--- src/rtl/fma_pkg.sv ---
// Shared types and constants for the accumulator-to-binary32 packer.
package fma_pkg;

    typedef struct packed {
        logic        sign;
        logic [7:0]  exp;
        logic [22:0] frac;
    } fp32_t;

    typedef enum logic [1:0] {IDLE, NORM, RND, OUT} packst;

    localparam logic [31:0] FP_INF  = 32'h7F80_0000;
    localparam int          FP_BIAS = 127;

endpackage

--- src/rtl/fma_pack_if.sv ---
// Output stream of the packer: one binary32 word per lane with its index.
interface fma_pack_if #(parameter int LW = 2);
    logic          out_valid;
    logic          out_ready;
    logic [31:0]   out_data;
    logic [LW-1:0] out_lane;

    modport master (output out_valid, out_data, out_lane, input out_ready);
    modport slave  (input out_valid, out_data, out_lane, output out_ready);
endinterface

--- src/rtl/fma_lzc.sv ---
// 32-bit leading-zero counter; returns 32 for an all-zero input.
module fma_lzc (
    input  logic [31:0] x,
    output logic [5:0]  cnt
);
    // Scanning upward lets the highest set bit win.
    always_comb begin
        cnt = 6'd32;
        for (int i = 0; i < 32; i++)
            if (x[i]) cnt = 6'(31 - i);
    end
endmodule

--- src/rtl/fma_pack.sv ---
// Snapshots the four accumulator lanes and serializes them as rounded,
// flushed and saturated binary32 words on a valid/ready stream.
module fma_pack
    import fma_pkg::*;
#(
    parameter int FRAC_POS = 30,
    parameter int LANES    = 4
) (
    input  logic        clk,
    input  logic        reset,
    input  logic        start,
    input  logic [31:0] acc0, acc1, acc2, acc3,
    input  logic [9:0]  exp0, exp1, exp2, exp3,
    output logic        busy,
    output logic        done,
    fma_pack_if.master  out
);
    localparam int LW      = $clog2(LANES);
    localparam int EXP_MAX = 2 * FP_BIAS + 1;

    packst state_q, state_d;

    logic [LANES-1:0][31:0] acc_q;
    logic [LANES-1:0][9:0]  exp_q;
    logic [LW-1:0]          lane_q;
    logic                   busy_q, done_q;

    logic                   sign_q, zero_q;
    logic [31:0]            m_q;
    logic [4:0]             p_q;
    logic signed [11:0]     e_q;

    logic                   valid_q;
    logic [31:0]            data_q;
    logic [LW-1:0]          olane_q;

    logic fire, last, take_start;

    // Normalize stage
    logic [31:0]        cur_acc, m_n;
    logic [5:0]         lz;
    logic [4:0]         p_n;
    logic signed [11:0] e_n;

    assign cur_acc = acc_q[lane_q];
    assign m_n     = cur_acc[31] ? (~cur_acc + 32'd1) : cur_acc;
    assign p_n     = 5'd31 - lz[4:0];
    assign e_n     = 12'({2'b00, exp_q[lane_q]}) - 12'(FRAC_POS) + 12'({7'b0, p_n});

    fma_lzc u_lzc (.x(m_n), .cnt(lz));

    // Round stage: shift the leading one to bit 31 so frac/guard/sticky sit
    // at fixed positions; small p shifts left exactly and leaves guard/sticky 0.
    logic [31:0]        mn;
    logic               rnd_up;
    logic [23:0]        frac_inc;
    logic signed [11:0] e_r;
    fp32_t              res;

    always_comb begin
        mn       = m_q << (5'd31 - p_q);
        rnd_up   = mn[7] & ((|mn[6:0]) | mn[8]);
        frac_inc = {1'b0, mn[30:8]} + 24'(rnd_up);
        e_r      = e_q + 12'(frac_inc[23]);
        if (zero_q | ~mn[31])
            res = '0;
        else if (e_r >= $signed(12'(EXP_MAX)))
            res = FP_INF | {sign_q, 31'b0};
        else if (e_r <= 12'sd0)
            res = {sign_q, 31'b0};
        else
            res = '{sign: sign_q, exp: e_r[7:0], frac: frac_inc[22:0]};
    end

    // FSM: state register
    always_ff @(posedge clk or negedge reset) begin
        if (!reset) state_q <= IDLE;
        else        state_q <= state_d;
    end

    // FSM: next state
    always_comb begin
        state_d = state_q;
        case (state_q)
            IDLE: if (start) state_d = NORM;
            NORM: state_d = RND;
            RND:  state_d = OUT;
            OUT:  if (fire) state_d = last ? IDLE : NORM;
            default: state_d = IDLE;
        endcase
    end

    // FSM: control outputs
    always_comb begin
        take_start = (state_q == IDLE) & start;
        fire       = (state_q == OUT) & valid_q & out.out_ready;
        last       = (lane_q == LW'(LANES - 1));
    end

    always_ff @(posedge clk or negedge reset) begin
        if (!reset) begin
            acc_q   <= '0;
            exp_q   <= '0;
            lane_q  <= '0;
            busy_q  <= 1'b0;
            done_q  <= 1'b0;
            sign_q  <= 1'b0;
            zero_q  <= 1'b0;
            m_q     <= '0;
            p_q     <= '0;
            e_q     <= '0;
            valid_q <= 1'b0;
            data_q  <= '0;
            olane_q <= '0;
        end else begin
            done_q <= 1'b0;
            if (take_start) begin
                acc_q  <= {acc3, acc2, acc1, acc0};
                exp_q  <= {exp3, exp2, exp1, exp0};
                lane_q <= '0;
                busy_q <= 1'b1;
            end
            if (state_q == NORM) begin
                sign_q <= cur_acc[31];
                zero_q <= lz[5];
                m_q    <= m_n;
                p_q    <= p_n;
                e_q    <= e_n;
            end
            if (state_q == RND) begin
                data_q  <= res;
                olane_q <= lane_q;
                valid_q <= 1'b1;
            end
            if (fire) begin
                valid_q <= 1'b0;
                if (last) begin
                    busy_q <= 1'b0;
                    done_q <= 1'b1;
                end else begin
                    lane_q <= lane_q + LW'(1);
                end
            end
        end
    end

    assign busy          = busy_q;
    assign done          = done_q;
    assign out.out_valid = valid_q;
    assign out.out_data  = data_q;
    assign out.out_lane  = olane_q;

endmodule

--- src/flat_wrapper.sv ---
// flat-port wrapper written by rule: the top's interface ports become plain ports
module fma_pack_flat import fma_pkg::*;
#(
    parameter int FRAC_POS = 30,
    parameter int LANES    = 4
)
  (clk, reset, start, acc0, acc1, acc2, acc3, exp0, exp1, exp2, exp3, busy, done, out_out_valid, out_out_data, out_out_lane, out_out_ready);
  fma_pack_if out_i ();
  input  logic clk;
  input  logic reset;
  input  logic start;
  input  logic [31:0] acc0;
  input  logic [31:0] acc1;
  input  logic [31:0] acc2;
  input  logic [31:0] acc3;
  input  logic [9:0] exp0;
  input  logic [9:0] exp1;
  input  logic [9:0] exp2;
  input  logic [9:0] exp3;
  output logic busy;
  output logic done;
  output wire logic [$bits(out_i.out_valid)-1:0] out_out_valid;
  output wire logic [$bits(out_i.out_data)-1:0] out_out_data;
  output wire logic [$bits(out_i.out_lane)-1:0] out_out_lane;
  input wire logic [$bits(out_i.out_ready)-1:0] out_out_ready;
  assign out_out_valid = out_i.out_valid;
  assign out_out_data = out_i.out_data;
  assign out_out_lane = out_i.out_lane;
  assign out_i.out_ready = out_out_ready;
  fma_pack #(.FRAC_POS(FRAC_POS), .LANES(LANES)) u_core (.clk(clk), .reset(reset), .start(start), .acc0(acc0), .acc1(acc1), .acc2(acc2), .acc3(acc3), .exp0(exp0), .exp1(exp1), .exp2(exp2), .exp3(exp3), .busy(busy), .done(done), .out(out_i));
endmodule
--- config.mk ---
export PLATFORM = sky130hd
export DESIGN_NAME = fma_pack_flat
export DESIGN_NICKNAME = d
export VERILOG_FILES = /design/src/rtl/fma_pkg.sv /design/src/rtl/fma_pack_if.sv /design/src/rtl/fma_lzc.sv /design/src/rtl/fma_pack.sv /design/src/flat_wrapper.sv
export SDC_FILE = /design/constraint.sdc
export NUM_CORES = 1
export LEC_CHECK = 0
export BUFFER_PORTS_ARGS = -buffer_cell sky130_fd_sc_hd__buf_2
export CAP_MARGIN = 0
export CELL_PAD_IN_SITES_DETAIL_PLACEMENT = 1
export CELL_PAD_IN_SITES_GLOBAL_PLACEMENT = 1
export CORE_UTILIZATION = 40
export CTS_CLUSTER_DIAMETER = 80
export DETAILED_ROUTE_END_ITERATION = 8
export GPL_TIMING_DRIVEN = 1
export PLACE_DENSITY = 0.76
export SLEW_MARGIN = 10
export SYNTH_ARGS = -nofsm -noshare
export SYNTH_HDL_FRONTEND = slang
export SYNTH_SLANG_ARGS = --single-unit
export TNS_END_PERCENT = 5
--- constraint.sdc ---
create_clock -name clk -period 6.6 [get_ports clk]
set_clock_uncertainty 0.15 [all_clocks]
set_input_delay 0.66 -clock clk [delete_from_list [all_inputs] [get_ports clk]]
set_output_delay 0.66 -clock clk [all_outputs]
set_load 0.005 [all_outputs]
# Yosys cells after proc, flatten, opt, wreduce, memory -nomap -nowiden

Index checks and enable logic that the tools add are counted.

Add/sub/neg operators: 8
Multipliers: 0
Divide/modulo/power cells: 0
$lt $le $gt $ge: 3
Equality and inequality tests: 6
Shift-type cells: 1
Multiplexer cells: 54
Bitwise gates (word level): 8
Reduce and logical (&&, ||, !) cells: 4

Operators by type and width:

| cell                                                               | count |
|---|---|
| two-way mux 6 bit                                                  | 32 |
| two-way mux 32 bit                                                 | 3 |
| binary-select mux 32 bit (select 2 bit)                            | 1 |
| two-way mux 31 bit                                                 | 2 |
| adder 32 x 1 -> 32 bit, second input constant                      | 1 |
| NOT 32 bit                                                         | 1 |
| << shifter 32 x 5 -> 32 bit                                        | 1 |
| adder 23 x 1 -> 24 bit                                             | 1 |
| binary-select mux 10 bit (select 2 bit)                            | 1 |
| adder 12 x 1 -> 12 bit                                             | 1 |
| adder 12 x 5 -> 12 bit                                             | 1 |
| greater-or-equal comparator 12 x 9 -> 1 bit, second input constant | 1 |
| less-or-equal comparator 12 x 1 -> 1 bit, second input constant    | 1 |
| subtractor 10 x 5 -> 11 bit, second input constant                 | 1 |
| two-way mux 10 bit                                                 | 1 |
| two-way mux 2 bit                                                  | 5 |
| subtractor 5 bit, first input constant                             | 2 |
| two-way mux 1 bit                                                  | 8 |
| case mux 2 bit (4 select lines)                                    | 1 |
| OR reduction 7 bit                                                 | 1 |
| equality test 2 bit, second input constant                         | 3 |
| AND 1 bit                                                          | 4 |
| < comparator 2 x 3 -> 1 bit, second input constant                 | 1 |
| adder 2 x 1 -> 2 bit, second input constant                        | 1 |
| other kinds (8)                                                    | 9 |

Flip-flop bits (word level): 260
Latch bits: 0
Memory bits (writable): 0
ROM bits: 0
Input port bits: 172
Output and inout bits: 37
Word-level logic and storage cells: 104
Memories kept: 0

# Depth between registers and ports, before layout

Gate-level depths: netlist of the first run.

Depth in word-level cells: 39
Gate-level depth with buffers: 28
Depth with buffers taken out: 24

# Cells and area by module

A second synthesis of the first run with hierarchy kept.

Cell total of the unflattened synthesis: 1,228
Area total of the unflattened synthesis: 14,896.8 µm²

Modules (own cells, without submodules):

| module   | instances | cells each | area each (µm²) | sequential area each (µm²) |
|---|---|---|---|---|
| fma_pack | 1         | 1,163      | 14,528.9        | 6,506.2 |
| fma_lzc  | 1         | 65         | 367.9           | 0.0 |

# Worst setup path before layout of the first run

Ideal clock, no wire load.

Path kind: flip-flop to flip-flop
From: reg u_core.lane_q[1]
To: reg u_core.e_q[9]
Library setup time: 0.125 ns
Arrival time: 5.304 ns
Required time: 6.325 ns
Setup slack: 1.021 ns
Cell stages (with the launch flop): 25
Buffers on the path: 3
Clock period less this slack: 5.579 ns
Cell sequence: dfrtp_1 > buf_1 > buf_2 > mux4_2 > inv_1 > ha_1 > nor2b_1 > a22oi_1 > buf_2 > or4_1 > mux2_2 > o32ai_1 > a31oi_1 > o21bai_1 > a31oi_1 > or2_1 > ha_1 > a21o_1 > a21o_1 > a21oi_1 > or3b_2 > nor2_1 > nand2_1 > xor2_1 > mux2_2

Longest elaborated chain between the ends: 39
Elaborated cells between the ends (all ways): 42
Classes of those cells: add/sub: 4; mux: 37; bitwise: 1

RTL lines:

| item                                         | line            | source |
|---|---|---|
| start, declared                              | fma_pack.sv:25  | `logic [LW-1:0] lane_q;` |
| start signal, assigned                       | fma_pack.sv:141 | `lane_q <= lane_q + LW'(1);` |
| binary-select mux 32 bit (select 2 bit) (*)  | fma_pack.sv:45  | `assign cur_acc = acc_q[lane_q];` |
| two-way mux 32 bit (implied by the code) (*) | fma_pack.sv:45  |  |
| NOT 32 bit                                   | fma_pack.sv:46  | `assign m_n = cur_acc[31] ? (~cur_acc + 32'd1) : cur_acc;` |
| adder 32 x 1 -> 32 bit                       | fma_pack.sv:46  |  |
| two-way mux 32 bit (*)                       | fma_pack.sv:46  |  |
| two-way mux 6 bit (31 in series)             | fma_lzc.sv:10   | `if (x[i]) cnt = 6'(31 - i);` |
| two-way mux 6 bit (*)                        | fma_lzc.sv:10   |  |
| subtractor 5 bit (*)                         | fma_pack.sv:47  | `assign p_n = 5'd31 - lz[4:0];` |
| named net u_core.p_n[2]                      | fma_pack.sv:42  | `logic [4:0] p_n;` |
| adder 12 x 5 -> 12 bit (*)                   | fma_pack.sv:48  | `assign e_n = 12'({2'b00, exp_q[lane_q]}) - 12'(FRAC_POS) + 12'({7'b0, p_n});` |
| end signal, assigned                         | fma_pack.sv:128 | `e_q <= e_n;` |
| end, declared                                | fma_pack.sv:31  | `logic signed [11:0] e_q;` |

Mark *: on every way through the listed nets, which the timed path passes. The rest lies on a longest branch. The select of a mux whose other input is x is not followed.
A chain may end at the register's enable or synchronous reset.

# Worst setup path in the final report of the first run

From: reg u_core.lane_q[0]
To: reg u_core.e_q[10]

The elaborated chain is that of the path after synthesis.

==> results of run 1 <==
==> routing by layer <==
metal	track usage	vias to the layer above	wire length, um
li1	-	5230	-
met1	0.310	5895	19500
met2	0.360	293	20500
met3	0.0414	80	2130
met4	0.0652	4	1100
met5	0	-	26
==> timing repair <==
action,CTS,global route
resized for setup,0,6
endpoints found under the setup margin,0,6
endpoints found under the hold margin,0,0
buffers inserted,0,8
==> power by group through the flow <==
stage	clock [mW]	sequential, mW	combinational, mW
3_5_place_dp	0	3.06	6.46
2_1_floorplan	0	2.76	4.93
6_report	1.76	3.03	6.58
5_1_grt	1.84	3.15	7.19
3_3_place_gp	0	2.98	6.30
4_1_cts	1.79	3.04	6.52
==> cell usage after synthesis (10+ instances only) <==
library cell and n:
sky130_fd_sc_hd__mux4_2 84, sky130_fd_sc_hd__inv_1 25, sky130_fd_sc_hd__mux2i_1 20, sky130_fd_sc_hd__mux2_2 199, sky130_fd_sc_hd__xnor2_1 47, sky130_fd_sc_hd__dfrtp_1 260, sky130_fd_sc_hd__o2bb2ai_1 21, sky130_fd_sc_hd__xor2_1 22
sky130_fd_sc_hd__a31oi_1 11, sky130_fd_sc_hd__nand2_1 65, sky130_fd_sc_hd__nor2_1 84, sky130_fd_sc_hd__buf_2 14, sky130_fd_sc_hd__nand4_1 10, sky130_fd_sc_hd__ha_1 16, sky130_fd_sc_hd__o21ai_0 31, sky130_fd_sc_hd__clkbuf_1 47
sky130_fd_sc_hd__a21oi_1 52, sky130_fd_sc_hd__buf_1 10, sky130_fd_sc_hd__a41oi_1 10, sky130_fd_sc_hd__nand3_1 19, sky130_fd_sc_hd__and2_1 10, sky130_fd_sc_hd__nor3_1 28
==> worst min path at each step <==
stage                           start                     end  slack, ns
3_5_place_dp   u_core.out.out_data[9]  u_core.out.out_data[9]       0.32
6_report                        reset        u_core.acc_q[54]     -0.006
5_1_grt                         reset        u_core.acc_q[86]       0.06
2_1_floorplan                   reset         u_core.acc_q[0]       0.21
3_3_place_gp   u_core.out.out_data[8]  u_core.out.out_data[8]       0.31
4_1_cts                         reset        u_core.acc_q[54]       0.04
==> cell usage in the layout, fill, tap and decap left out, types with 6 or more instances in the layout <==
| cell | synthesis | layout |
|---|---|---|
| sky130_fd_sc_hd__a211oi_1 | 6 | 6 |
| sky130_fd_sc_hd__a21oi_1 | 52 | 52 |
| sky130_fd_sc_hd__a22o_1 | 6 | 6 |
| sky130_fd_sc_hd__a22oi_1 | 8 | 8 |
| sky130_fd_sc_hd__a31oi_1 | 11 | 11 |
| sky130_fd_sc_hd__a41oi_1 | 10 | 10 |
| sky130_fd_sc_hd__and2_1 | 10 | 9 |
| sky130_fd_sc_hd__and3_1 | 9 | 9 |
| sky130_fd_sc_hd__buf_2 | 14 | 207 |
| sky130_fd_sc_hd__buf_4 | 3 | 28 |
| sky130_fd_sc_hd__clkbuf_1 | 47 | 8 |
| sky130_fd_sc_hd__clkbuf_16 | 0 | 31 |
| sky130_fd_sc_hd__clkbuf_8 | 0 | 9 |
| sky130_fd_sc_hd__dfrtp_1 | 260 | 257 |
| sky130_fd_sc_hd__ha_1 | 16 | 15 |
| sky130_fd_sc_hd__inv_1 | 25 | 25 |
| sky130_fd_sc_hd__mux2_2 | 199 | 199 |
| sky130_fd_sc_hd__mux2i_1 | 20 | 20 |
| sky130_fd_sc_hd__mux4_2 | 84 | 84 |
| sky130_fd_sc_hd__nand2_1 | 65 | 65 |
| sky130_fd_sc_hd__nand2b_1 | 7 | 7 |
| sky130_fd_sc_hd__nand3_1 | 19 | 18 |
| sky130_fd_sc_hd__nand3b_1 | 9 | 9 |
| sky130_fd_sc_hd__nand4_1 | 10 | 10 |
| sky130_fd_sc_hd__nor2_1 | 84 | 84 |
| sky130_fd_sc_hd__nor2b_1 | 8 | 8 |
| sky130_fd_sc_hd__nor3_1 | 28 | 28 |
| sky130_fd_sc_hd__nor4_1 | 9 | 9 |
| sky130_fd_sc_hd__o21a_1 | 6 | 6 |
| sky130_fd_sc_hd__o21ai_0 | 31 | 31 |
| sky130_fd_sc_hd__o2bb2ai_1 | 21 | 21 |
| sky130_fd_sc_hd__or2_2 | 7 | 7 |
| sky130_fd_sc_hd__or4_1 | 6 | 6 |
| sky130_fd_sc_hd__xnor2_1 | 47 | 45 |
| sky130_fd_sc_hd__xor2_1 | 22 | 22 |
==> registers in the layout (all words and copies together) (netlist names) <==
| register | count |
|---|---|
| u_core.acc_q | 128 |
| u_core.exp_q | 40 |
| u_core.m_q | 32 |
| u_core.out.out_data | 32 |
| u_core.e_q | 12 |
| u_core.p_q | 5 |
| u_core.lane_q | 2 |
| u_core.out.out_lane | 2 |
| u_core.state_q | 2 |
| u_core.busy | 1 |
| u_core.done | 1 |
| u_core.out.out_valid | 1 |
| u_core.sign_q | 1 |
| u_core.zero_q | 1 |
==> final cells by class <==
| class | instances | area share |
|---|---|---|
| clock buffers | 48 | 0.0515 |
| multi-input cells | 912 | 0.465 |
| clock inverters | 10 | 0.00700 |
| repair buffers | 240 | 0.0743 |
| flip-flops and latches | 260 | 0.361 |
| inverters | 26 | 0.00540 |
| well taps | 511 | 0.0354 |
| diodes | 4 | 0.000554 |
==> through the flow <==
stage	hold slack (ns)	setup TNS, ns	cell area [sq um]	utilization	setup slack, ns
detailed placement	0.318	0	16900	0.449	0.181
floorplan	0.214	0	15300	-	1.02
CTS	0.0411	0	18000	0.477	0.148
finish	-0.00553	0	18100	0.479	0.421
global route	0.0641	-0.00910	18100	0.479	-0.00910
global placement	0.314	0	16900	0.449	0.452
==> kinds of logic (layout without fill, tap and decap cells) <==
kind of cell | after synthesis | after routing
compound gates | 215 | 215
xor+xnor | 69 | 69
fa+ha+maj | 17 | 17
buf+inv | 105 | 324
flops | 260 | 260
mux | 305 | 305
other cells | 0 | 4
simple gates | 306 | 306
==> Implementation_results.wiki, run 1 <==
{| class="wikitable"
! Metric !! Value
|-
| Post-Synth XOR/XNOR Area || 0.0394
|-
| Depth of the CTS H-tree || 1
|-
| DRC errors left || 0
|-
| Flop pwr share || 0.267
|-
| Wire length after detailed routing || 43,200 um
|-
| Routed Antenna Nets || 0
|-
| Routability cong. || 0.897
|-
| Maximum VDD drop || 0.000295 V
|-
| Storage cell area || 6510 sq um
|-
| Cell depth of the worst flop-to-flop path || 22
|-
| Number of enable flip-flop cells after synthesis || 0
|-
| Failing checks || hold timing
|-
| Worst Setup EP || u_core.e_q[10]
|-
| TritonCTS Sinks || 260
|-
| Number of antenna violations at the first check in global routing || 5
|-
| Switching power share of the total || 0.428
|-
| Critical path depth in cells || 22
|-
| Layout area overhead || 17.8%
|-
| Average vias per placed instance || 5.72
|-
| Max FO, Critical Path || 10
|-
| Buffers & Inverters on Critical Path || 2
|-
| Share of cell area taken by muxes after synthesis || 0.285
|-
| Compound-gate portion of the synthesized area || 0.0986
|-
| Setup repair after global routing missed its margin || yes
|-
| Area inside the core boundary || 37,700 sq um
|-
| Max-cap violations || 0
|-
| Final Max Tran Viols || 0
|-
| Setup crit start kind || flop
|-
| Maximum buffer depth of the clock tree || 3
|-
| WP data required || 6.87 ns
|-
| Final Critical Period || 6.18 ns
|-
| Via total after detailed routing || 11,500
|-
| Signal arrival time at the worst endpoint || 6.45 ns
|-
| Share of power burned in combinational logic || 0.579
|-
| Syn nets || 1,466
|-
| # placed instances || 1,941
|-
| Internal power component || 6.50 mW
|-
| Latest clock arrival within the worst-skew pair || 0.59 ns
|-
| Share of Yosys cell area claimed by the top area cell type || 0.424
|-
| Slew margin rel. || 0.342
|-
| Most used flip-flop cell after synthesis || sky130_fd_sc_hd__dfrtp_1
|-
| Category of cells accounting for the largest share of critical-path delay || compound AO/OA/AOI/OAI gates
|-
| Pin slew with the least headroom to its limit || 0.987 ns
|-
| Post-DR wirelength/cell || 21.5 um
|-
| Proportion of power drawn by the clock network || 0.155
|-
| Worst R2R End || u_core.e_q[10]
|-
| Share of synthesized cell area in and, or, nand and nor gates || 0.108
|-
| Total power || 11.4 mW
|-
| Count of unique library cells instantiated by Yosys || 86
|-
| Final hold vios || 3
|-
| Cell type with the highest occurrence count on the critical path || sky130_fd_sc_hd__o21ai_0
|-
| Pin count of the biggest net entering global routing || 139
|-
| Setup violators final || 0
|-
| Global-route wire length before repair || 69,100 um
|-
| Initial Util || 0.407
|-
| GRT overflow || 0
|-
| Fraction of final layout cells with drive strength greater than 1 || 0.409
|-
| Critical path cell sequence || buf_4, mux4_2, or3_4, nor3_4, a311oi_1, a211oi_1, o21ai_0, a211oi_1, o211ai_1, nand2_1, ha_1, inv_1, fa_1, nor2b_1, o21ai_0, a21boi_0, o21ai_0, nor3_1, nand2_1, nor2_1, xnor2_1, a21oi_1
|-
| IO buf count || 208
|-
| Drt first-iter violations || 683
|-
| Aggregate global-route resource usage || 0.224
|-
| Synthesized area divided by synthesized cell count || 12.0 sq um
|-
| Dominant combinational cell family by area after synthesis || multiplexers
|-
| Total of hold buffers inserted after clock tree synthesis || 0
|-
| Part of the Yosys area used for sequential elements || 0.424
|-
| Placed wire-length estimate after detailed placement || 31,200 um
|-
| NetSw || 4.87 mW
|-
| Worst R2R Setup Slack || 0.42 ns
|-
| Number of global-route vias before repair || 12,200
|-
| Clock root cell || sky130_fd_sc_hd__clkbuf_16
|-
| Fraction of the mapped netlist area in adder cells || 0.0144
|-
| Die X-Extent || 198 um
|-
| Flip-flop and latch count after synthesis || 260
|-
| DRT Pass-1 Iters || 5
|-
| Clock transition at the registers of the reported paths || 0.06 ns
|-
| IO Pins || 209
|-
| Height of the die || 198 um
|-
| Worst min-delay path category || primary input to asynchronous set/reset pin
|-
| Startpoint of the worst register-to-register path || u_core.lane_q[0]
|-
| Cell area power density || 629 nW/um^2
|-
| Startpoint-to-endpoint class of the critical path || flop to flop
|-
| Total die area || 39,100 sq um
|-
| Fillers || 4,091
|-
| Crit-path slowest cell || sky130_fd_sc_hd__mux4_2
|-
| Number of warnings reported in the yosys synthesis log || 0
|-
| Cell type with the largest total area after synthesis || sky130_fd_sc_hd__dfrtp_1
|-
| Slowest Stage Delay on Critical Path || 0.64 ns
|-
| Finished Layout Cells || 2,011
|-
| CTS tree || done
|-
| Result of the run || complete, but fails checks
|-
| Origin of the worst setup path || u_core.lane_q[0]
|-
| Share of the clock period used by the worst path || 0.936
|-
| Post-synthesis instance area || 15,300 sq um
|-
| Total area of multi-input combinational cells || 8400 sq um
|-
| CP endpoint kind || flop
|-
| Final hold slack || -0.00553 ns
|-
| Number of clock buffers inserted by TritonCTS || 31
|-
| Rows || 71
|-
| Reported leakage power || 7.50 nW
|-
| Area contributors post-synth || sky130_fd_sc_hd__dfrtp_1, sky130_fd_sc_hd__mux2_2, sky130_fd_sc_hd__mux4_2
|-
| Async set-or-reset flop fraction in the synthesized netlist || 1.00
|-
| Timing-limited maximum frequency || 0.162 GHz
|-
| Layout Nets || 1,660
|-
| Gate Count Post-Synth || 1,277
|}
Note: power is estimated with default switching activity, not from simulation.
==> run 2: changes to the inputs <==
PLACE_DENSITY = 0.77   (was 0.76)
SYNTH_HIERARCHICAL = 1   (was unset)
==> run 2 against run 1 <==
The run still ends with hold timing left. Highest routed layer unchanged. Sequential share of layout area grew 1.1 points. Critical path type unchanged. First-iteration DRC count decreased by 11%. Sequential power rose by 1%.
==> Implementation_results.wiki, run 2 <==
{| class="wikitable"
! Metric !! Value
|-
| Part of the Yosys area used for sequential elements || 0.437 (was 0.424)
|-
| Count of unique library cells instantiated by Yosys || 80 (was 86)
|-
| Die X-Extent || 195 um (was 198 um)
|-
| Layout Cell Area excl Fill || 17,500 sq um (was 18,100 sq um)
|-
| Number of global-route vias before repair || 11,600 (was 12,200)
|-
| Share of the clock period used by the worst path || 0.927 (was 0.936)
|-
| Cell area power density || 621 nW/um^2 (was 629 nW/um^2)
|-
| Pin slew with the least headroom to its limit || 0.992 ns (was 0.987 ns)
|-
| Flip-flop and latch count after synthesis || 260 (unchanged)
|-
| Syn nets || 1,417 (was 1,466)
|-
| Global-route wire length before repair || 65,200 um (was 69,100 um)
|-
| Gate Count Post-Synth || 1,228 (was 1,277)
|-
| Result of the run || complete, but fails checks (unchanged)
|-
| DRT Pass-1 Iters || 5 (unchanged)
|-
| Layout Nets || 1,617 (was 1,660)
|-
| Drt first-iter violations || 610 (was 683)
|-
| Worst min-delay path category || primary input to asynchronous set/reset pin (unchanged)
|-
| Async set-or-reset flop fraction in the synthesized netlist || 1.00 (unchanged)
|-
| Area inside the core boundary || 36,600 sq um (was 37,700 sq um)
|-
| Via total after detailed routing || 10,800 (was 11,500)
|-
| Top cells by instance count after synthesis || sky130_fd_sc_hd__dfrtp_1, sky130_fd_sc_hd__mux2_2, sky130_fd_sc_hd__mux4_2, sky130_fd_sc_hd__inv_1, sky130_fd_sc_hd__nor2_1 (was sky130_fd_sc_hd__dfrtp_1, sky130_fd_sc_hd__mux2_2, sky130_fd_sc_hd__mux4_2, sky130_fd_sc_hd__nor2_1, sky130_fd_sc_hd__nand2_1)
|-
| Setup slack after layout || 0.481 ns (was 0.421 ns)
|-
| Failing checks || hold timing (unchanged)
|-
| Fillers || 3,904 (was 4,091)
|-
| Layout area overhead || 17.6% (was 17.8%)
|-
| Most used flip-flop cell after synthesis || sky130_fd_sc_hd__dfrtp_1 (unchanged)
|-
| Share of Yosys cell area claimed by the top area cell type || 0.437 (was 0.424)
|-
| Total die area || 38,000 sq um (was 39,100 sq um)
|-
| DRC errors left || 0 (unchanged)
|-
| Reported leakage power || 7.48 nW (was 7.50 nW)
|-
| Timing-limited maximum frequency || 0.163 GHz (was 0.162 GHz)
|-
| Initial Util || 0.407 (about the same)
|-
| TritonCTS Sinks || 260 (unchanged)
|-
| Maximum buffer depth of the clock tree || 3 (unchanged)
|-
| Number of antenna violations at the first check in global routing || 3 (was 5)
|-
| IO buf count || 208 (unchanged)
|-
| Regs by FF count || u_core/acc_q: 128 flops, u_core/exp_q: 40 flops (was u_core.acc_q: 128 flops, u_core.exp_q: 40 flops)
|-
| Fraction of final layout cells with drive strength greater than 1 || 0.421 (was 0.409)
|-
| Max-cap violations || 0 (unchanged)
|-
| Height of the die || 195 um (was 198 um)
|-
| Number of enable flip-flop cells after synthesis || 0 (unchanged)
|-
| Maximum VDD drop || 0.000359 V (was 0.000295 V)
|-
| Number of warnings reported in the yosys synthesis log || 6 (was 0)
|-
| WP data required || 6.87 ns (about the same)
|-
| Instance area at placement || 16,400 sq um (was 16,900 sq um)
|-
| Signal arrival time at the worst endpoint || 6.39 ns (was 6.45 ns)
|-
| CTS tree || done (unchanged)
|-
| Flip-flop count of the largest register after layout || 128 (unchanged)
|-
| Latest clock arrival within the worst-skew pair || 0.60 ns (was 0.59 ns)
|-
| Slew margin rel. || 0.338 (was 0.342)
|-
| Total area of multi-input combinational cells || 7790 sq um (was 8400 sq um)
|-
| Register with the highest flop count || u_core/acc_q (was u_core.acc_q)
|-
| Depth of the CTS H-tree || 1 (unchanged)
|-
| Most frequent cells in the layout || sky130_fd_sc_hd__dfrtp_1, sky130_fd_sc_hd__mux2_2, sky130_fd_sc_hd__buf_2 (was sky130_fd_sc_hd__dfrtp_1, sky130_fd_sc_hd__buf_2, sky130_fd_sc_hd__mux2_2)
|-
| Placed wire-length estimate after detailed placement || 29,800 um (was 31,200 um)
|-
| Storage cell area || 6510 sq um (unchanged)
|-
| Average vias per placed instance || 5.64 (was 5.72)
|-
| Wire length after detailed routing || 40,000 um (was 43,200 um)
|-
| GRT overflow || 0 (unchanged)
|-
| Most common library cell in the layout ignoring fill and taps || sky130_fd_sc_hd__dfrtp_1 (unchanged)
|-
| Pin count of the biggest net entering global routing || 136 (was 139)
|-
| Setup violators final || 0 (unchanged)
|-
| Number of clock buffers inserted by TritonCTS || 31 (unchanged)
|-
| Clock root cell || sky130_fd_sc_hd__clkbuf_16 (unchanged)
|-
| Worst R2R Setup Slack || 0.48 ns (was 0.42 ns)
|-
| Area contributors post-synth || sky130_fd_sc_hd__dfrtp_1, sky130_fd_sc_hd__mux2_2, sky130_fd_sc_hd__mux4_2 (unchanged)
|-
| Final hold vios || 8 (was 3)
|-
| Final Max Tran Viols || 0 (unchanged)
|-
| Leading cell type by number of instances after synthesis || sky130_fd_sc_hd__dfrtp_1 (unchanged)
|-
| Total power || 10.9 mW (was 11.4 mW)
|-
| Routed Antenna Nets || 0 (unchanged)
|-
| IO Pins || 209 (unchanged)
|-
| CP endpoint kind || flop (unchanged)
|-
| Startpoint-to-endpoint class of the critical path || flop to flop (unchanged)
|-
| Worst slack, placed || 0.392 ns (was 0.181 ns)
|-
| Clock transition at the registers of the reported paths || 0.06 ns (about the same)
|-
| Routability cong. || 0.834 (was 0.897)
|-
| Cell type with the largest total area after synthesis || sky130_fd_sc_hd__dfrtp_1 (unchanged)
|-
| Post-DR wirelength/cell || 20.8 um (was 21.5 um)
|-
| Post-synthesis instance area || 14,900 sq um (was 15,300 sq um)
|-
| Synthesized area divided by synthesized cell count || 12.1 sq um (was 12.0 sq um)
|-
| Max FO, Critical Path || 9 (was 10)
|-
| Setup crit start kind || flop (unchanged)
|-
| Rows || 70 (was 71)
|-
| Aggregate global-route resource usage || 0.214 (was 0.224)
|-
| Final Critical Period || 6.12 ns (was 6.18 ns)
|-
| Number of diodes added for antenna fixing || 0 (was 4)
|-
| Final hold slack || -0.0284 ns (was -0.00553 ns)
|}
run 2: changes by cell type in the layout (fill, tap and decap cells not counted), sizes merged, moves of 16 or more:
cell / delta
xor2: +16
inv: +47
o2bb2ai: -21
nor2: -27
o22ai: +30
mux2: +23
run 2: cell type report:
cell class / instances / share of cell area
multi-input cells: 829 / 0.445
clock buffers: 44 / 0.0511
clock inverters: 14 / 0.0102
flip-flops and latches: 260 / 0.372
repair buffers: 236 / 0.0734
inverters: 70 / 0.0150
well taps: 468 / 0.0334
run 2: metal layers:
layer / track usage / share of wire / up-vias
met1: 0.303 / 0.46 / 5510
met2: 0.340 / 0.47 / 287
met4: 0.0461 / 0.021 / 6
met5: 0 / 0.00082 / -
met3: 0.0420 / 0.049 / 68
li1: - / - / 4959
run 2: power breakdown:
group          total [mW]  switching (mW)  internal (mW)
combinational        6.03            3.17           2.86
clock                1.78           0.715           1.07
sequential           3.07           0.685           2.39
run 2: cell families (layout without fill, tap and decap cells):
logic type	after synthesis	in the layout	synth area share
AO/OA/AOI/OAI	175	175	0.0764
XOR/XNOR	72	72	0.0423
adder cells (fa/ha/maj)	17	17	0.0148
buffers and inverters	139	364	0.0409
flip-flops	260	260	0.437
multiplexers	326	326	0.302
AND/OR/NAND/NOR	239	239	0.0867
run 2: worst max-delay path: stages (launching register included):
cell,delay (ns)
sky130_fd_sc_hd__dfrtp_4,0.48
sky130_fd_sc_hd__buf_4,0.16
sky130_fd_sc_hd__mux4_1,0.61
sky130_fd_sc_hd__or3_1,0.40
sky130_fd_sc_hd__or2_4,0.27
sky130_fd_sc_hd__nor3_4,0.27
sky130_fd_sc_hd__and2_1,0.20
sky130_fd_sc_hd__a21oi_1,0.09
sky130_fd_sc_hd__xor2_1,0.32
sky130_fd_sc_hd__nor3_1,0.08
sky130_fd_sc_hd__o21a_1,0.14
sky130_fd_sc_hd__a2111oi_1,0.37
sky130_fd_sc_hd__a221oi_1,0.21
sky130_fd_sc_hd__inv_1,0.11
sky130_fd_sc_hd__ha_1,0.17
sky130_fd_sc_hd__inv_1,0.06
sky130_fd_sc_hd__fa_1,0.39
sky130_fd_sc_hd__nor2b_1,0.12
sky130_fd_sc_hd__o21ai_0,0.10
sky130_fd_sc_hd__a21boi_0,0.28
sky130_fd_sc_hd__o21ai_1,0.14
sky130_fd_sc_hd__or3_1,0.38
sky130_fd_sc_hd__nor3_2,0.21
sky130_fd_sc_hd__xnor2_1,0.14
sky130_fd_sc_hd__a21oi_1,0.09
run 2: worst paths after layout:
kind                             startpoint                to  cells past startpoint
min in group clk                    acc2[3]  u_core/acc_q[67]                      2
hold reg to reg            u_core/acc_q[92]  u_core/acc_q[92]                      1
setup / recovery           u_core/lane_q[0]    u_core/e_q[10]                     24
hold / removal                        reset  u_core/acc_q[28]                      1
max in group asynchronous             reset  u_core/lane_q[0]                      2
setup reg to reg           u_core/lane_q[0]    u_core/e_q[10]                     24
run 2: repair_timing:
action,CTS,global route
setup buffers,0,3
setup endpoints to repair,0,4
hold buffers,0,0
resized for setup,0,4
run 2: metrics by stage:
stage / setup TNS [ns] / hold WS [ns] / instances / utilization
finish: 0 / -0.0284 / 1921 / 0.478
floorplan: 0 / 0.214 / 1228 / -
detailed placement: 0 / 0.340 / 1860 / 0.448
global route: -0.00424 / 0.0745 / 1921 / 0.478
CTS: 0 / 0.0393 / 1918 / 0.478
global placement: 0 / 0.328 / 1860 / 0.448
==> run 3: changes to the inputs <==
ABC_AREA = 1   (was unset)
ABC_CLOCK_PERIOD_IN_PS = 6600   (was unset)
PLACE_DENSITY = 0.81   (was 0.77)
==> run 3 against run 2 <==
The run now ends clean. Clock-buffer cell count is 2 higher. Clock power is 4% higher. Sequential share of layout area is 1.7 points lower. Critical path depth is 1 lower. Die area is 6.9% higher. Critical endpoint is now u_core/out.out_data[18]. Largest cell class unchanged.
==> Implementation_results.wiki, run 3 <==
{| class="wikitable"
! Metric !! Value
|-
| Cell type with the largest total area after synthesis || sky130_fd_sc_hd__dfrtp_1 (unchanged)
|-
| Worst R2R Setup Slack || 0.64 ns (was 0.48 ns)
|-
| Max FO, Critical Path || 39 (was 9)
|-
| Layout Cell Area excl Fill || 18,400 sq um (was 17,500 sq um)
|-
| Leading cell type by number of instances after synthesis || sky130_fd_sc_hd__nand2_1 (was sky130_fd_sc_hd__dfrtp_1)
|-
| Worst R2R End || u_core/out.out_data[18] (was u_core/e_q[10])
|-
| Flip-flop count of the largest register after layout || 128 (unchanged)
|-
| WP data required || 6.91 ns (was 6.87 ns)
|-
| Top cells by instance count after synthesis || sky130_fd_sc_hd__nand2_1, sky130_fd_sc_hd__dfrtp_1, sky130_fd_sc_hd__nand3_1, sky130_fd_sc_hd__inv_1, sky130_fd_sc_hd__mux2_2 (was sky130_fd_sc_hd__dfrtp_1, sky130_fd_sc_hd__mux2_2, sky130_fd_sc_hd__mux4_2, sky130_fd_sc_hd__inv_1, sky130_fd_sc_hd__nor2_1)
|-
| Max-cap violations || 0 (unchanged)
|-
| Reported leakage power || 9.16 nW (was 7.48 nW)
|-
| Dominant combinational cell family by area after synthesis || simple AND/OR/NAND/NOR gates (was multiplexers)
|-
| Latest clock arrival within the worst-skew pair || 0.55 ns (was 0.60 ns)
|-
| Die X-Extent || 202 um (was 195 um)
|-
| Global-route wire length before repair || 82,900 um (was 65,200 um)
|-
| Cell area power density || 608 nW/um^2 (was 621 nW/um^2)
|-
| Post-synthesis instance area || 15,900 sq um (was 14,900 sq um)
|-
| Syn nets || 2,228 (was 1,417)
|-
| Final hold vios || 0 (was 8)
|-
| Layout Nets || 2,393 (was 1,617)
|-
| Final Max Tran Viols || 0 (unchanged)
|-
| DRT Pass-1 Iters || 4 (was 5)
|-
| Most used flip-flop cell after synthesis || sky130_fd_sc_hd__dfrtp_1 (unchanged)
|-
| Most common library cell in the layout ignoring fill and taps || sky130_fd_sc_hd__nand2_1 (was sky130_fd_sc_hd__dfrtp_1)
|-
| CTS tree || done (unchanged)
|-
| Timing-limited maximum frequency || 0.168 GHz (was 0.163 GHz)
|-
| Number of global-route vias before repair || 15,600 (was 11,600)
|-
| Result of the run || finished, final reports clean (was complete, but fails checks)
|-
| Pin count of the biggest net entering global routing || 197 (was 136)
|-
| Flip-flop and latch count after synthesis || 260 (unchanged)
|-
| Count of unique library cells instantiated by Yosys || 62 (was 80)
|-
| Number of warnings reported in the yosys synthesis log || 6 (unchanged)
|-
| Maximum VDD drop || 0.000286 V (was 0.000359 V)
|-
| Top layer used by detailed routing || met5 (unchanged)
|-
| Total power || 11.2 mW (was 10.9 mW)
|-
| Via total after detailed routing || 14,500 (was 10,800)
|-
| Startpoint-to-endpoint class of the critical path || flop to flop (unchanged)
|-
| Signal arrival time at the worst endpoint || 6.27 ns (was 6.39 ns)
|-
| Placed wire-length estimate after detailed placement || 37,400 um (was 29,800 um)
|-
| IO Pins || 209 (unchanged)
|-
| Maximum buffer depth of the clock tree || 3 (unchanged)
|-
| Finished Layout Cells || 2,747 (was 1,921)
|-
| Length of routed wiring on met1 || 22,200 um (was 18,600 um)
|-
| Height of the die || 202 um (was 195 um)
|-
| Post-DR wirelength/cell || 18.3 um (was 20.8 um)
|-
| Part of the Yosys area used for sequential elements || 0.408 (was 0.437)
|-
| Rows || 72 (was 70)
|-
| Post-CTS Repair Setup Buffers || 0 (unchanged)
|-
| DRC errors left || 0 (unchanged)
|-
| Total die area || 40,600 sq um (was 38,000 sq um)
|-
| Fillers || 4,845 (was 3,904)
|-
| Register with the highest flop count || u_core/acc_q (unchanged)
|-
| Total Neg Setup Slack || 0 ns (unchanged)
|-
| IO buf count || 208 (unchanged)
|-
| Compound-gate portion of the synthesized area || 0.0753 (was 0.0764)
|-
| Startpoint of the worst register-to-register path || u_core/p_q[3] (was u_core/lane_q[0])
|-
| Clock root cell || sky130_fd_sc_hd__clkbuf_16 (unchanged)
|-
| Wire length after detailed routing || 50,300 um (was 40,000 um)
|-
| Number of antenna violations at the first check in global routing || 14 (was 3)
|-
| Fraction of the mapped netlist area in adder cells || 0.0138 (was 0.0148)
|-
| TritonCTS Sinks || 260 (unchanged)
|-
| Routed Antenna Nets || 0 (unchanged)
|-
| Async set-or-reset flop fraction in the synthesized netlist || 1.00 (unchanged)
|-
| Most frequent cells in the layout || sky130_fd_sc_hd__nand2_1, sky130_fd_sc_hd__dfrtp_1, sky130_fd_sc_hd__nand3_1 (was sky130_fd_sc_hd__dfrtp_1, sky130_fd_sc_hd__mux2_2, sky130_fd_sc_hd__buf_2)
|-
| Routability cong. || 0.863 (was 0.834)
|-
| Area inside the core boundary || 38,900 sq um (was 36,600 sq um)
|-
| Total of hold buffers inserted after clock tree synthesis || 0 (unchanged)
|-
| Cell depth of the worst flop-to-flop path || 23 (was 24)
|-
| Final hold slack || 0.0532 ns (was -0.0284 ns)
|-
| Share of Yosys cell area claimed by the top area cell type || 0.408 (was 0.437)
|-
| Number of enable flip-flop cells after synthesis || 0 (unchanged)
|-
| Regs by FF count || u_core/acc_q: 128 flops, u_core/exp_q: 40 flops (unchanged)
|-
| Fraction of final layout cells with drive strength greater than 1 || 0.230 (was 0.421)
|-
| Pin slew with the least headroom to its limit || 1.13 ns (was 0.992 ns)
|-
| Number of clock buffers inserted by TritonCTS || 34 (was 31)
|-
| Final Critical Period || 5.96 ns (was 6.12 ns)
|-
| # placed instances || 2,686 (was 1,860)
|-
| CP endpoint kind || flop (unchanged)
|-
| Aggregate global-route resource usage || 0.252 (was 0.214)
|-
| Share of synthesized cell area in and, or, nand and nor gates || 0.309 (was 0.0867)
|-
| Detail Route met2 WL || 24,500 um (was 18,600 um)
|-
| Area contributors post-synth || sky130_fd_sc_hd__dfrtp_1, sky130_fd_sc_hd__nand2_1, sky130_fd_sc_hd__mux2_2 (was sky130_fd_sc_hd__dfrtp_1, sky130_fd_sc_hd__mux2_2, sky130_fd_sc_hd__mux4_2)
|-
| Clock transition at the registers of the reported paths || 0.06 ns (about the same)
|-
| Layout area overhead || 15.2% (was 17.6%)
|-
| Depth of the CTS H-tree || 2 (was 1)
|-
| Post-Synth XOR/XNOR Area || 0.0203 (was 0.0423)
|-
| Average vias per placed instance || 5.29 (was 5.64)
|-
| Share of cell area taken by muxes after synthesis || 0.100 (was 0.302)
|-
| Share of the clock period used by the worst path || 0.903 (was 0.927)
|-
| Resize count post-CTS || 0 (unchanged)
|-
| Worst min-delay path category || primary input to asynchronous set/reset pin (unchanged)
|-
| Gate Count Post-Synth || 2,039 (was 1,228)
|-
| Initial Util || 0.409 (was 0.407)
|-
| GRT overflow || 0 (unchanged)
|-
| Met3 Routed Length || 2470 um (was 1980 um)
|-
| Setup violators final || 0 (unchanged)
|-
| Setup crit start kind || flop (unchanged)
|-
| Synthesized area divided by synthesized cell count || 7.81 sq um (was 12.1 sq um)
|-
| Setup repair after global routing missed its margin || no
|-
| Drt first-iter violations || 734 (was 610)
|-
| Instance area at placement || 17,200 sq um (was 16,400 sq um)
|-
| Slew margin rel. || 0.248 (was 0.338)
|}
==> run 3: how the worst max path moves through the flow <==
| stage | cells after the start | start | slack [ns] | to |
|---|---|---|---|---|
| after floorplan | 55 | u_core/lane_q[0] | 2.00 | u_core/e_q[8] |
| after global placement | 23 | u_core/p_q[3] | 0.80 | u_core/out.out_data[18] |
| after detailed placement | 23 | u_core/p_q[3] | 0.70 | u_core/out.out_data[18] |
| after CTS | 23 | u_core/p_q[3] | 0.64 | u_core/out.out_data[18] |
| after global routing | 52 | u_core/lane_q[0] | 0.15 | u_core/e_q[10] |
| final | 23 | u_core/p_q[3] | 0.64 | u_core/out.out_data[18] |
==> run 3: cell families (layout without fill, tap and decap cells) <==
kind of cell | count (synthesis) | after routing
AO/OA/AOI/OAI | 210 | 210
adder cells (fa/ha/maj) | 17 | 17
flip-flops | 260 | 260
buffers and inverters | 255 | 442
AND/OR/NAND/NOR | 1119 | 1119
multiplexers | 142 | 142
other | 0 | 3
XOR/XNOR | 36 | 36
==> run 3: critical path: stages, from the launching register on <==
cell and delay [ns]:
sky130_fd_sc_hd__dfrtp_1 0.32, sky130_fd_sc_hd__buf_4 0.35, sky130_fd_sc_hd__clkinv_1 0.75, sky130_fd_sc_hd__nand3_1 0.36, sky130_fd_sc_hd__nand3_1 0.15, sky130_fd_sc_hd__nor2b_1 0.16, sky130_fd_sc_hd__nor2_1 0.27, sky130_fd_sc_hd__nand2_1 0.22
sky130_fd_sc_hd__nor2_8 0.18, sky130_fd_sc_hd__nand2_1 0.11, sky130_fd_sc_hd__nor3_2 0.14, sky130_fd_sc_hd__ha_1 0.21, sky130_fd_sc_hd__ha_1 0.20, sky130_fd_sc_hd__nand3_1 0.13, sky130_fd_sc_hd__nor2_1 0.16, sky130_fd_sc_hd__inv_1 0.09
sky130_fd_sc_hd__nor3_2 0.13, sky130_fd_sc_hd__or2_2 0.14, sky130_fd_sc_hd__nand3b_1 0.07, sky130_fd_sc_hd__nor2_1 0.21, sky130_fd_sc_hd__nand4_1 0.23, sky130_fd_sc_hd__nor2_2 0.73, sky130_fd_sc_hd__nand3_1 0.29, sky130_fd_sc_hd__nand2_1 0.11
==> run 3: report_power, final <==
group / total [mW] / switching, mW / internal [mW]
registers: 2.95 / 0.575 / 2.38
logic: 6.36 / 4.11 / 2.24
clock network: 1.85 / 0.742 / 1.10
total: 11.2 / 5.43 / 5.72
==> run 3: layout make-up <==
type                       count  area (sq um)  share of cell area
clock buffer                  46           956              0.0521
timing repair buffer         228          1210              0.0661
multi-input combinational   1524          8280               0.451
antenna                        3          7.51            0.000409
clock inverter                12           151             0.00825
sequential                   260          6510               0.355
tap                          518           648              0.0353
inverter                     156           591              0.0322
==> run 3: layer usage <==
layer,vias up,track usage
met5,-,0
met4,22,0.0576
met3,85,0.0585
met2,278,0.435
met1,7143,0.319
li1,7012,-
==> run 3: metrics by stage <==
step,setup slack [ns],utilization
after global placement,0.802,0.443
after detailed placement,0.697,0.443
after global routing,0.154,0.472
after CTS,0.643,0.472
final,0.642,0.472
after floorplan,2.00,-
